## src/rtl/comparator_2bit.sv

```systemverilog
// ---------------------------------------------------------------------------
// comparator_2bit
//   Registered magnitude comparator for two WIDTH-bit operands. The operands
//   are sampled on a rising clk edge with in_valid high, and one-hot
//   eq/gt/sm flags come out one cycle later. There is no stall and no
//   backpressure, so back-to-back in_valid gives a new result every cycle.
//
// Parameters
//   WIDTH      operand width in bits, 1..16 (default 2)
//
// Ports
//   clk        system clock, rising edge
//   rst        synchronous reset, active-high (has priority over in_valid)
//   a, b       operands (WIDTH bits)
//   in_valid   sample a/b on this edge
//   eq         registered a == b
//   gt         registered a >  b
//   sm         registered a <  b
//   out_valid  flags belong to the pair sampled on the previous edge
//
// Configuration
//   COMPARATOR_SIGNED_EN  defined: a/b are two's-complement for gt/sm.
//                         undefined (default): unsigned compare.
//                         eq is the same in both modes.
// ---------------------------------------------------------------------------
module comparator_2bit #(
    parameter int WIDTH = 2
) (
    input  logic             clk,
    input  logic             rst,
    input  logic [WIDTH-1:0] a,
    input  logic [WIDTH-1:0] b,
    input  logic             in_valid,
    output logic             eq,
    output logic             gt,
    output logic             sm,
    output logic             out_valid
);

    logic cmp_eq;
    logic cmp_gt;
    logic cmp_sm;

    // Only the gt/sm decision depends on signedness. eq is a plain bitwise
    // match.
    always_comb begin
        cmp_eq = (a == b);
`ifdef COMPARATOR_SIGNED_EN
        cmp_gt = ($signed(a) > $signed(b));
        cmp_sm = ($signed(a) < $signed(b));
`else
        cmp_gt = (a > b);
        cmp_sm = (a < b);
`endif
    end

    // The flags load only when in_valid is high. This holds the last result
    // and stops don't-care (possibly X) operands from reaching the outputs
    // while in_valid is low.
    always_ff @(posedge clk) begin
        if (rst) begin
            eq        <= 1'b0;
            gt        <= 1'b0;
            sm        <= 1'b0;
            out_valid <= 1'b0;
        end else begin
            out_valid <= in_valid;
            if (in_valid) begin
                eq <= cmp_eq;
                gt <= cmp_gt;
                sm <= cmp_sm;
            end
        end
    end

endmodule

```

## config.mk

```make
export PLATFORM = sky130hd
export DESIGN_NAME = comparator_2bit
export DESIGN_NICKNAME = d
export VERILOG_FILES = /design/src/rtl/comparator_2bit.sv
export SDC_FILE = /design/constraint.sdc
export NUM_CORES = 1
export LEC_CHECK = 0
export CORE_AREA = 5 5 42 44
export DETAILED_ROUTE_END_ITERATION = 8
export DIE_AREA = 0 0 47 49
export GPL_ROUTABILITY_DRIVEN = 0
export GPL_TIMING_DRIVEN = 0
export PLACE_DENSITY_LB_ADDON = 0.15
export SETUP_SLACK_MARGIN = 0.5
export SLEW_MARGIN = 15
export SYNTH_ARGS = -nofsm -noshare
export SYNTH_HDL_FRONTEND = slang
export SYNTH_SLANG_ARGS = --single-unit
```

## constraint.sdc

```tcl
create_clock -name clk -period 0.9 [get_ports clk]
set_clock_uncertainty 0.15 [all_clocks]
set_input_delay 0.09 -clock clk [delete_from_list [all_inputs] [get_ports clk]]
set_output_delay 0.09 -clock clk [all_outputs]
set_load 0.02 [all_outputs]
```

Word level (Yosys, flattened, before mapping)
Index checks and enable logic that the tools add are counted.
Storage, ports and cells
  word-level logic and storage cells: 7
  bits of input ports: 7
  output and inout port bits: 4
  bits in registers: 4
Cells by class
  eq/ne operators: 1
  order comparisons: 2
Operator list (number)
  2-bit equality test: 1
  2-bit > comparator: 1
  2-bit < comparator: 1

Depth between registers and ports, before layout
Gate-level depths: netlist (run 1).
  depth after elaboration: 1
  gate-level depth with buffers: 5
  gate-level depth less buffers: 5

Least setup slack after synthesis (run 1)
Ideal clock, no wire load.
  path kind: register to register
  start: reg, netlist name gt
  end: reg gt
  setup time: 0.092 ns
  period minus slack after synthesis: 0.937 ns
  buffers on the path: 0
  slack: -0.037 ns
  data arrival time: 0.695 ns
  required time: 0.658 ns
  stages on the path, launching flop included: 3
  cell sequence: dfxtp_1 > inv_1 > o32ai_1
RTL lines
  to (signal assigned): RTL line 70  | gt <= cmp_gt;
  to (decl): RTL line 35  | output logic gt,

Worst setup path in the final report (run 1)
  start: reg gt
  end: out gt
No word-level cell between the ends.

==> impl_metrics.yaml, run 1 <==
setup_path:
  arrival_ns: 0.69
  endpoint_kind: "output pin"
  critical_path.cell_chain: "buf_6"
  cp_slowest_cell: "dfxtp_4"
  crit_start: "gt"
  critical_path_buf_inv_count: 1
  critical_path.top_delay_family: "flip-flops"
  timing.critical_path.required_ns: 0.66
  start_kind: "flip-flop"
  critical_path.max_fanout: 2
  path_class: "flip-flop to output pin"
  critPathMaxStageDelay_ns: 0.33
  r2r-start: "sm"
synthesis:
  yosys_warnings: 0
  yosysTopAreaCell: "dfxtp_1"
  netlist_area_um2: 188
  synth_top_area_share_pct: 42.7
  synth_cell_type_count: 11
  syn_area_per_cell_um2: 9.38
  synth-seq-area-share_pct: 42.7
  ys_ff_latch: 4
  yosys-top-cells-area: "dfxtp_1, ha_1, inv_1"
  synth_cells: 20
  synth_nets: 29
clock_network:
  cts-root-buf: "clkbuf_4"
  tritoncts: "done"
  numCtsBuffers: 3
  path_clk_slew_ns: 0.04
  clkSinkCount: 4
  clk_latency_ns: 0.24
  cts.htree.levels: 1
  clock_path_buffers: 2
timing:
  worstMarginPinSlew_ns: 0.175
  finalCritPeriodShare_pct: 104
  fin_crit_ns: 0.934
  timing.final.hold_violations: 2
  slew_viol_final: 0
  rsz0062_at_grt: "yes"
  slew_headroom_pct: 88.3
  setup_viol: 4
  fin_ws_ns: -0.0337
  hold_ws_ns: -0.0967
  fmax_ghz: 1.07
run_status:
  violations: "hold timing, setup timing"
  status: "complete, but fails checks"
placed_design:
  portBuffers: 10
  place_inst: 46
  pre_cts_slack_ns: -0.655
  dp_hpwl_um: 399
  placed_cell_area_um2: 367
power_and_ir_drop:
  sw_frac_of_total_pct: 25.7
  p_comb_share_pct: 27.0
  clkPwrFrac_pct: 40.4
  powerDensity_nw_per_um2: 1400
  internal_power_w: 0.000445
  p_seq_share_pct: 32.6
  p_leak_nw: 0.178
  p_switching_w: 0.000154
  peakVddDrop_mv: 0.451
global_routing:
  grt_pass1_vias: 225
  top_usage_layer: "met2"
  use_met1_pct: 4.81
  use_met3_pct: 1.48
  grtUsageTotal_pct: 4.92
  grt_max_degree: 6
  antenna_found_initial: 0
  grt-ovfl-total: 0
  grtUsageMet2_pct: 7.24
  grt_pass1_wl_um: 800
final_layout:
  nNetsFinal: 46
  layout.cells.non_filler: 52
  post-route-util_pct: 30.5
  antenna_cells: 0
  final_common_cell: "buf_6"
  finalInstanceArea_um2: 428
  areaGrowthSynthToFinish_pct: 128
  drive_gt1_share_pct: 88.9
  final_cell_mix: "buf_6, clkbuf_4, dfxtp_4, buf_4"
die:
  ios: 11
  row_count: 14
  fp.coreArea_um2: 1400
  die_h_um: 49
  die_w_um: 47
  start_util_pct: 13.4
  die-area_um2: 2300
route:
  drt_wl_total_um: 466
  vias: 208
  via_per_inst: 4.00
  drt_iter0_markers: 2
  drc: 0
  wire_per_inst_um: 8.96
  ant_nets: 0
  first_pass_iters: 2
worst_hold_path:
  hold_path.class: "input port to flip-flop"
  holdCritStartpoint: "rst"
job:
  maxCapViolations: 0
[power by group through the flow]
stage          Clock [W]  Combinational (W)  Sequential (W)
6_report        0.000242           0.000161        0.000195
5_1_grt         0.000261           0.000175        0.000196
4_1_cts         0.000258           0.000163        0.000195
3_5_place_dp           0           0.000140        0.000195
3_3_place_gp           0           0.000139        0.000195
2_1_floorplan          0          0.0000541        0.000210
[final timing paths]
check	to	slack, ns	cells after the start
max	gt	-0.03	1
min	eq	-0.1	2
max reg2reg	sm	0.01	2
min reg2reg	gt	0.35	2
[flip-flops by register name, indices dropped and copies added, names as in the netlist]
register and flops:
sm 1, gt 1, eq 1, out_valid 1
[metrics by stage]
step                      setup TNS, ns  total power, W
final                           -0.0977        0.000598
after CTS                        -0.151        0.000616
after global routing             -0.174        0.000631
after detailed placement          -3.04        0.000335
after global placement            -3.02        0.000334
after floorplan                -0.00322        0.000264
[logic make-up (layout without fill, tap and decap cells)]
| logic type | Yosys count | in the layout | synth area share, % |
|---|---|---|---|
| adder cells (fa/ha/maj) | 2 | 2 | 13.3 |
| AO/OA/AOI/OAI | 4 | 4 | 14.7 |
| AND/OR/NAND/NOR | 6 | 6 | 21.3 |
| flip-flops | 4 | 4 | 42.7 |
| buffers and inverters | 4 | 20 | 8.00 |
[final cells by class]
cell class                      instances  area (um2)
Fill cell                             154         973
Multi-Input combinational cell         12         153
Timing Repair Buffer                   12         109
Sequential cell                         4        92.6
Inverter                                4        27.5
Clock buffer                            4        26.3
Tap cell                               16        20.0
[routing by layer]
metal	vias up	part of all wire (%)
li1	100	-
met1	97	33
met2	9	53
met3	2	11
met4	0	3.2
met5	-	0
[timing repair]
action | 4_1_cts | 5_1_grt
hold endpoints to repair | 2 | 2
buffers inserted | 2 | 0
gates resized for setup | 52 | 8
endpoints found under the setup margin | 8 | 8
pin swaps | 5 | 4
[cells in the mapped netlist]
cell / count
a21o_2: 1
nand3_1: 1
nor3b_1: 1
a21oi_1: 2
nand2b_1: 1
nand2_1: 2
nor2b_4: 1
o32ai_1: 1
dfxtp_1: 4
inv_1: 4
ha_1: 2
Power figures use the tool's default switching activity.
==> inputs of run 2 (changes only) <==
Settings changed: DONT_BUFFER_PORTS set to 1.
==> impl_metrics.yaml, run 2 (synthesis results as in run 1) <==
die:
  die-area_um2: 2300
  die_h_um: 49
  die_w_um: 47
  ios: 11
  start_util_pct: 13.4
  fp.coreArea_um2: 1400
  row_count: 14
final_layout:
  final_common_cell: "dfxtp_4"
  nNetsFinal: 34
  final_cell_mix: "dfxtp_4, clkbuf_4"
  drive_gt1_share_pct: 79.2
  fill_cells: 164
  post-route-util_pct: 22.4
  antenna_cells: 0
  finalInstanceArea_um2: 314
  areaGrowthSynthToFinish_pct: 67.3
power_and_ir_drop:
  p_leak_nw: 0.117
  powerDensity_nw_per_um2: 1670
  power_w: 0.000526
  peakVddDrop_mv: 0.609
timing:
  hold_ws_ns: -0.247
  fin_ws_ns: -0.0241
  slew_headroom_pct: 88.4
  rsz0062_at_grt: "yes"
  setup_tns_ns: -0.0241
  fmax_ghz: 1.08
  fin_crit_ns: 0.924
  timing.final.hold_violations: 4
  setup_viol: 1
  finalCritPeriodShare_pct: 103
  slew_viol_final: 0
  worstMarginPinSlew_ns: 0.175
global_routing:
  grtUsageTotal_pct: 5.43
  grt_pass1_vias: 182
  grt_max_degree: 6
  grt_pass1_wl_um: 779
  grt-ovfl-total: 0
  antenna_found_initial: 0
route:
  first_pass_iters: 1
  via_per_inst: 3.78
  vias: 151
  ant_nets: 0
  drc: 0
  wire_per_inst_um: 11.4
  drt_wl_total_um: 456
  drt_iter0_markers: 0
clock_network:
  clkSinkCount: 4
  clock_path_buffers: 2
  path_clk_slew_ns: 0.04
  cts-root-buf: "clkbuf_4"
  numCtsBuffers: 3
  tritoncts: "done"
  cts.htree.levels: 1
  clk_latency_ns: 0.24
job:
  maxCapViolations: 0
setup_path:
  critical_path.max_fanout: 2
  arrival_ns: 0.90
  endpoint_kind: "flip-flop"
  path_class: "flip-flop to flip-flop"
  r2r_cells: 2
  timing.critical_path.required_ns: 0.87
  start_kind: "flip-flop"
  critPathMaxStageDelay_ns: 0.36
  cp_slowest_cell: "dfxtp_4"
  critical_path.cell_chain: "nor3b_1, a21o_2"
placed_design:
  portBuffers: 0
  dp_hpwl_um: 380
  placed_cell_area_um2: 267
run_status:
  violations: "hold timing, setup timing"
  status: "complete, but fails checks"
worst_hold_path:
  hold_path_depth: 1
  hold_path.class: "input port to flip-flop"
-- run 2: report_power, final --
group	internal [W]	switching, W	total (W)
clock	0.000167	0.0000790	0.000246
sequential	0.000187	0.0000232	0.000210
combinational	0.0000420	0.0000278	0.0000698
total	0.000396	0.000130	0.000526
-- run 2: critical path, delay by kind of cell, from the launching register on --
family           cells  cell delay (ns)
flip-flops           1             0.36
AND/OR/NAND/NOR      1             0.14
AO/OA/AOI/OAI        1             0.17
-- run 2: final timing paths --
kind                            start  to  slack (ns)
worst max register to register     sm  sm       -0.02
worst max-delay path               sm  sm       -0.02
worst min-delay path              rst  eq       -0.25
worst min register to register     gt  gt        0.37
-- run 2: metal layers --
layer | part of all wire [%] | GRT usage (%)
met5 | 0 | 0
met3 | 18 | 5.90
met2 | 46 | 6.33
met4 | 2.0 | 5.53
met1 | 33 | 4.64
-- run 2: final cells by class --
cell class	instances	area [um2]	share of cell area, %
flip-flops and latches	4	95.1	30.3
inverters	4	27.5	8.76
clock buffers	4	26.3	8.37
multi-input cells	12	145	46.2
well taps	16	20.0	6.37
-- run 2: stage by stage --
step	worst slack, ns	instances
global placement	-0.0158	36
CTS	-0.0254	40
finish	-0.0241	40
global route	-0.0408	40
floorplan	-0.00322	20
detailed placement	-0.0202	36
-- run 2: timing repair --
action                                  4_1_cts  5_1_grt
endpoints found under the setup margin        7        7
gates resized for setup                       3        2
buffers inserted                              0        0
pin swaps                                     1        1
endpoints found under the hold margin         4        4
